===== src/rtl/cond_pkg.sv =====
// Shared condition-code constants, NZCV bit positions and writeback FSM encoding.
package cond_pkg;

  localparam logic [3:0] CC_EQ = 4'b0000;
  localparam logic [3:0] CC_NE = 4'b0001;
  localparam logic [3:0] CC_CS = 4'b0010;
  localparam logic [3:0] CC_CC = 4'b0011;
  localparam logic [3:0] CC_MI = 4'b0100;
  localparam logic [3:0] CC_PL = 4'b0101;
  localparam logic [3:0] CC_VS = 4'b0110;
  localparam logic [3:0] CC_VC = 4'b0111;
  localparam logic [3:0] CC_HI = 4'b1000;
  localparam logic [3:0] CC_LS = 4'b1001;
  localparam logic [3:0] CC_GE = 4'b1010;
  localparam logic [3:0] CC_LT = 4'b1011;
  localparam logic [3:0] CC_GT = 4'b1100;
  localparam logic [3:0] CC_LE = 4'b1101;
  localparam logic [3:0] CC_AL = 4'b1110;
  localparam logic [3:0] CC_NV = 4'b1111;

  localparam int FLAG_N = 3;
  localparam int FLAG_Z = 2;
  localparam int FLAG_C = 1;
  localparam int FLAG_V = 0;

  typedef enum logic {
    ST_IDLE  = 1'b0,
    ST_HI_WR = 1'b1
  } wb_state_t;

endpackage


===== src/rtl/cond_check.sv =====
// Combinational ARM condition evaluation of Cond against an NZCV value.
// Latency 0; no flow control. Shared with the branch unit.
module cond_check
  import cond_pkg::*;
(
  input  logic [3:0] Cond,
  input  logic [3:0] Flags,
  output logic       CondEx
);

  logic n, z, c, v;

  assign n = Flags[FLAG_N];
  assign z = Flags[FLAG_Z];
  assign c = Flags[FLAG_C];
  assign v = Flags[FLAG_V];

  always_comb begin
    CondEx = 1'b0;
    case (Cond)
      CC_EQ:   CondEx = z;
      CC_NE:   CondEx = ~z;
      CC_CS:   CondEx = c;
      CC_CC:   CondEx = ~c;
      CC_MI:   CondEx = n;
      CC_PL:   CondEx = ~n;
      CC_VS:   CondEx = v;
      CC_VC:   CondEx = ~v;
      CC_HI:   CondEx = c & ~z;
      CC_LS:   CondEx = ~c | z;
      CC_GE:   CondEx = (n == v);
      CC_LT:   CondEx = (n != v);
      CC_GT:   CondEx = ~z & (n == v);
      CC_LE:   CondEx = z | (n != v);
      CC_AL:   CondEx = 1'b1;
      default: CondEx = 1'b0;
    endcase
  end

endmodule


===== src/rtl/cond_writeback.sv =====
// Conditional writeback: holds NZCV, gates reg/mem/PC writes, splits long multiplies into two writes.
// Latency 1 cycle (high word of a long multiply lands 1 cycle later); Stall holds upstream for that cycle.
// Optional SQUASH_COUNT_EN adds a saturating count of accepted-but-squashed instructions.
module cond_writeback
  import cond_pkg::*;
#(
  parameter int WIDTH = 32,
  parameter int RA_W  = 4
) (
  input  logic             clk,
  input  logic             reset,
  input  logic             Valid,
  input  logic [3:0]       Cond,
  input  logic [3:0]       ALUFlags,
  input  logic [1:0]       FlagW,
  input  logic             RegW,
  input  logic             MemW,
  input  logic             PCS,
  input  logic             Long,
  input  logic [WIDTH-1:0] Result,
  input  logic [WIDTH-1:0] ResultExtra,
  input  logic [RA_W-1:0]  RdLo,
  input  logic [RA_W-1:0]  RdHi,
  output logic             RegWrite,
  output logic [RA_W-1:0]  WA3,
  output logic [WIDTH-1:0] WD3,
  output logic             MemWrite,
  output logic             PCSrc,
  output logic             Stall,
  output logic [3:0]       Flags
`ifdef SQUASH_COUNT_EN
  ,
  output logic [15:0]      SquashCount
`endif
);

  wb_state_t        state;
  logic [RA_W-1:0]  hi_wa;
  logic [WIDTH-1:0] hi_wd;
  logic             cond_ex;
  logic             accept;
  logic             exec;

  cond_check u_cond_check (
    .Cond   (Cond),
    .Flags  (Flags),
    .CondEx (cond_ex)
  );

  assign accept = Valid & (state == ST_IDLE);
  assign exec   = accept & cond_ex;
  assign Stall  = (state == ST_HI_WR);

  always_ff @(posedge clk) begin
    if (reset) begin
      state    <= ST_IDLE;
      RegWrite <= 1'b0;
      WA3      <= '0;
      WD3      <= '0;
      MemWrite <= 1'b0;
      PCSrc    <= 1'b0;
      Flags    <= '0;
      hi_wa    <= '0;
      hi_wd    <= '0;
    end else begin
      RegWrite <= 1'b0;
      MemWrite <= 1'b0;
      PCSrc    <= 1'b0;
      case (state)
        ST_IDLE: begin
          if (exec) begin
            if (FlagW[1]) begin
              Flags[FLAG_N] <= ALUFlags[FLAG_N];
              Flags[FLAG_Z] <= ALUFlags[FLAG_Z];
            end
            if (FlagW[0]) begin
              Flags[FLAG_C] <= ALUFlags[FLAG_C];
              Flags[FLAG_V] <= ALUFlags[FLAG_V];
            end
            if (!Long) begin
              RegWrite <= RegW;
              WA3      <= RdLo;
              WD3      <= Result;
              MemWrite <= MemW;
              PCSrc    <= PCS;
            end else if (RegW) begin
              // Low word now; high word is parked for the stall cycle so it lands last.
              RegWrite <= 1'b1;
              WA3      <= RdLo;
              WD3      <= Result;
              hi_wa    <= RdHi;
              hi_wd    <= ResultExtra;
              state    <= ST_HI_WR;
            end
          end
        end
        ST_HI_WR: begin
          RegWrite <= 1'b1;
          WA3      <= hi_wa;
          WD3      <= hi_wd;
          state    <= ST_IDLE;
        end
        default: state <= ST_IDLE;
      endcase
    end
  end

`ifdef SQUASH_COUNT_EN
  always_ff @(posedge clk) begin
    if (reset) begin
      SquashCount <= '0;
    end else if (accept && !cond_ex && (SquashCount != 16'hFFFF)) begin
      SquashCount <= SquashCount + 16'd1;
    end
  end
`endif

endmodule


===== config.mk =====
export PLATFORM = sky130hd
export DESIGN_NAME = cond_writeback
export DESIGN_NICKNAME = d
export VERILOG_FILES = /design/src/rtl/cond_pkg.sv /design/src/rtl/cond_check.sv /design/src/rtl/cond_writeback.sv
export SDC_FILE = /design/constraint.sdc
export NUM_CORES = 1
export LEC_CHECK = 0
export CAP_MARGIN = 5
export CELL_PAD_IN_SITES_DETAIL_PLACEMENT = 1
export CELL_PAD_IN_SITES_GLOBAL_PLACEMENT = 2
export CORE_MARGIN = 2
export CORE_UTILIZATION = 28
export DETAILED_ROUTE_END_ITERATION = 8
export GPL_ROUTABILITY_DRIVEN = 0
export PLACE_DENSITY_LB_ADDON = 0.1
export SYNTH_ARGS = -nofsm -noshare
export SYNTH_HDL_FRONTEND = slang
export SYNTH_SLANG_ARGS = --single-unit

===== constraint.sdc =====
create_clock -name clk -period 4.2 [get_ports clk]
set_input_delay 1.26 -clock clk [delete_from_list [all_inputs] [get_ports clk]]
set_output_delay 1.26 -clock clk [all_outputs]
set_load 0.01 [all_outputs]

After elaboration in Yosys (flattened, before gate mapping)

Index checks and enable logic that the tools add are counted.

Input port bits: 89
Output and inout port bits: 44
Logic and storage cells: 62
Register bits after elaboration: 80

Muxes and demuxes: 16
Eq/ne operators: 18
Bitwise operators: 12
Reduce and logical (&&, ||, !) cells: 6

Operator list:

| operator             | count |
|---|---|
| $mux W32             | 3 |
| $pmux W32 S2         | 1 |
| $eq A4 B4 Y1 const B | 7 |
| $eq A4 B3 Y1 const B | 4 |
| $pmux W1 S15         | 1 |
| $mux W4              | 3 |
| $eq A4 B2 Y1 const B | 2 |
| $pmux W4 S2          | 1 |
| $not A1 Y1           | 6 |
| $reduce_and A3 Y1    | 2 |
| $mux W1              | 5 |
| $and A1 B1 Y1        | 4 |
| $eq A4 B1 Y1 const B | 1 |
| $logic_not A4 Y1     | 1 |
| $pmux W1 S2          | 2 |
| $reduce_and A4 Y1    | 1 |
| $reduce_or A4 Y1     | 1 |
| $ne A3 B3 Y1 const B | 1 |
| $ne A2 B2 Y1 const B | 1 |
| $or A1 B1 Y1         | 2 |
| $reduce_and A2 Y1    | 1 |
| $eq A1 B1 Y1         | 1 |
| $ne A1 B1 Y1         | 1 |

Depth between registers and ports, before layout

Depth after elaboration: 6
Mapped depth: 9
Depth with buffers taken out: 6

Cells and area by module

From an unflattened synthesis, not the netlist that was laid out.

Cells, all modules: 412
Area, all modules: 4,067.7 µm²

Modules (own cells, without submodules):

| module         | cells each | times used | seq. area each (µm²) | area each (µm²) |
|---|---|---|---|---|
| cond_writeback | 384        | 1          | 1,601.5              | 3,873.7 |
| cond_check     | 28         | 1          | 0.0                  | 193.9 |

Worst setup path before layout

OpenSTA, ideal clock, no wires.

Path kind: in2reg
Start: input Cond[1]
End: register WD3[13]
Required time: 4.143 ns
Setup slack: 1.318 ns
Library setup time: 0.057 ns
Stages on the path: 7
Data arrival time: 2.825 ns
Buffers on the path: 2
Cells stage by stage: clkbuf_8 nand2b_4 o41ai_1 nor2_2 a2111oi_4 buf_6 a221o_2

Cells in the longest elaborated chain, start to end: 5
Elaborated cells on any way between the ends: 19
Classes of those cells: eq/ne: 15; mux: 1; bitwise: 1; reduce/logical: 2

RTL lines:

| item                                       | RTL line              | text |
|---|---|---|
| start: declaration                         | cond_writeback.sv:13  | `input logic [3:0] Cond,` |
| $eq A4 B4 Y1, or another cell as far along | cond_check.sv:20      | `case (Cond)` |
| $pmux W1 S15 *                             | cond_check.sv:20      |  |
| $and A1 B1 Y1 *                            | cond_writeback.sv:51  | `assign exec = accept & cond_ex;` |
| $ne A2 B2 Y1 (no line) *                   | n/a                   |  |
| $reduce_and A2 Y1 (no line) *              | n/a                   |  |
| end signal: assignment                     | cond_writeback.sv:83  | `WD3 <= Result;` |
| end signal: assignment                     | cond_writeback.sv:90  | `WD3 <= Result;` |
| end signal: assignment                     | cond_writeback.sv:100 | `WD3 <= hi_wd;` |
| end: declaration                           | cond_writeback.sv:26  | `output logic [WIDTH-1:0] WD3,` |

Mark *: on every way between the ends. The rest lies on a longest branch, timed or not.
A chain may end at the register's enable or synchronous reset.

Final worst setup path

Start: input Cond[1]
End: register WD3[18]

Same word-level chain as after synthesis.

==> metrics.txt <==
outcome complete, no violations; vias 3,122; Antenna Nets Post-Route 0; pre-CTS WS 0.3312 ns; Post-Syn Instances 364; worst hold path class reg2reg; max-cap viol count 0; Die ar. 13,460 um2; DRC 0; root buf cell clkbuf_16; switching power total 446.5 uW; pin count of the biggest net entering global routing 69; measured slew at the worst slew-check pin 0.6549 ns; distinct cell type count after synthesis 44; most frequent cells in the layout clkdlybuf4s50_1 (132), nand2_1 (88), dfxtp_1 (80); number of flops mapped to enable cells by yosys 0; Initial Util 29.02%; Finish-stage setup viols 0; setup TNS 0 ns; H-tree level count 3; leak pwr 2.041 nW; TritonCTS clock tree done; # port buffers 132; post-CTS resize count 0; endpoint class of the critical path flop; Critical Path AT 3.77 ns; die width 116.0 um; Final Instance Count excl. Fillers 661; maximum fanout along the worst path 20; final period utilization 83.19%; PwrDens 362.1 nW/um2; Hold Violations, Final 0; number of global-route vias before repair 3,255; Hold-fix buffers, CTS 0; DRT Wirelength 10.38 mm; mean number of vias per cell 4.723; #FFs+latches synth 80; Clk pin slew, worst setup/hold paths 0.06 ns; antenna violations before repair 0; average cell area after synthesis 9.656 um2; Ys Warns 0; initial drt markers 150; final worst slack 0.7059 ns; unrepaired setup endpoints after global routing no; core box area 12,110 um2; WP data required 4.48 ns; fmax 286.2 MHz; DR WL/cell 15.70 um; Clock power frac 41.4%; Int Power 1.467 mW; critical setup path kind in2reg; Post-Syn Area 3515 um2; global route total overflow 0; post-layout util 43.65%; Inserted Clock Buffers 9; commonest non-fill, non-tap cell in the layout clkdlybuf4s50_1; 1st-pass router iterations 4; later-pin clock latency in the skew report 0.34 ns; Area Growth Syn to Fin 50.41%; layout cells sized above 1 12.37%; critical path launch point type input port; # clock sinks 80; row cnt 40; clk_skew 0.006219 ns; number of top-level pins 133; Flop pwr share 42.7%; CP max-delay cell clkdlybuf4s50_1; Async SR Flop Fraction 0%; CP cell instances clkdlybuf4s50_1, nand2b_4, o41ai_1, nor2_2, a2111oi_4, buf_4, a221o_1; sequential cell area fraction in the yosys report 45.57%; Inst Count DP 645; Comb pwr share 15.9%; Max stage delay on crit path 0.72 ns; slew margin rel. 56.34%; hpwl dp 7.438 mm; nets@finish 577; Peak VDD IR 0.1382 mV; Max Slew Vio Count 0; syn nets 453; Antenna diodes 0; Clock Path Buffers 2; top_reg_cell synth dfxtp_1; total track usage 15.94%; Period minus WS final 3.494 ns; sw frac 23.33%; setup bufs post-CTS 0; first-pass GRT wire length 16.35 mm; die height 116.0 um
-- logic make-up after synthesis --
group,count (synthesis),synth area share [%]
muxes,47,13.42
buffers and inverters,34,5.126
DFF,80,45.57
AOI/OAI and AO/OA,58,16.13
and+or+nand+nor,144,19.51
xor gates and xnor gates,1,0.2492
-- routing by layer --
layer / global-route usage, % / routed length [um] / up-vias
li1: - / - / 1554
met1: 20.73 / 5011 / 1474
met2: 25.34 / 4718 / 84
met3: 5.178 / 528 / 10
met4: 4.683 / 123 / 0
met5: 0 / 0 / -
-- flip-flops by register name, summed over array words and instances, names as in the netlist --
name      count
Stall         1
hi_wa         4
WA3           4
hi_wd        32
MemWrite      1
PCSrc         1
Flags         4
RegWrite      1
WD3          32
-- path summary, 6_finish.rpt --
| path | startpoint | end | slack (ns) | cells past startpoint |
|---|---|---|---|---|
| hold reg to reg | hi_wd[5] | hi_wd[5] | 0.45 | 2 |
| setup reg to reg | Flags[3] | WD3[6] | 1.84 | 7 |
| hold / removal | hi_wd[5] | hi_wd[5] | 0.45 | 2 |
| setup / recovery | Cond[1] | WD3[18] | 0.71 | 7 |
-- through the flow --
step,power (mW),hold slack (ns),instance area (um2)
after floorplan,0.9637,0.4303,3515
after global placement,1.135,0.4389,4985
after global routing,2.008,0.4793,5286
after CTS,1.949,0.4555,5286
final,1.914,0.4509,5286
after detailed placement,1.142,0.4469,4985
-- power by group through the flow --
stage               clock [mW]  combinational, mW  sequential (mW)
floorplan                    0              0.121            0.842
global route             0.857              0.330            0.822
finish                   0.793              0.304            0.817
detailed placement           0              0.308            0.834
CTS                      0.822              0.310            0.818
global placement             0              0.302            0.833
-- cell usage after synthesis, drive strengths merged (2+ instances only) --
| cell type | instances | area, um2 |
|---|---|---|
| a21oi | 6 | 30.03 |
| a221o | 31 | 336.6 |
| and2 | 2 | 12.51 |
| and3 | 31 | 193.9 |
| and4 | 2 | 17.52 |
| buf | 10 | 78.82 |
| clkbuf | 19 | 82.57 |
| dfxtp | 80 | 1602 |
| inv | 5 | 18.77 |
| mux2i | 46 | 460.4 |
| nand2 | 88 | 330.3 |
| nand2b | 5 | 38.78 |
| nand3b | 2 | 15.01 |
| nor2 | 4 | 17.52 |
| nor3 | 2 | 10.01 |
| o211ai | 5 | 37.54 |
| o22ai | 2 | 12.51 |
| or2 | 5 | 31.28 |
-- critical path: cells and delay by family --
family,cells,cell delay [ns]
simple gates,2,0.27
compound gates,3,1.17
buf+inv,2,1.06
-- area by class of cell --
class / instances / area (um2)
Tap cell: 168 / 210.2
Inverter: 5 / 20.02
Clock inverter: 2 / 37.54
Multi-Input combinational cell: 250 / 1744
Sequential cell: 80 / 1602
Clock buffer: 14 / 264.0
Fill cell: 1401 / 6825
Timing Repair Buffer: 142 / 1409
Power figures use the tool's default switching activity.
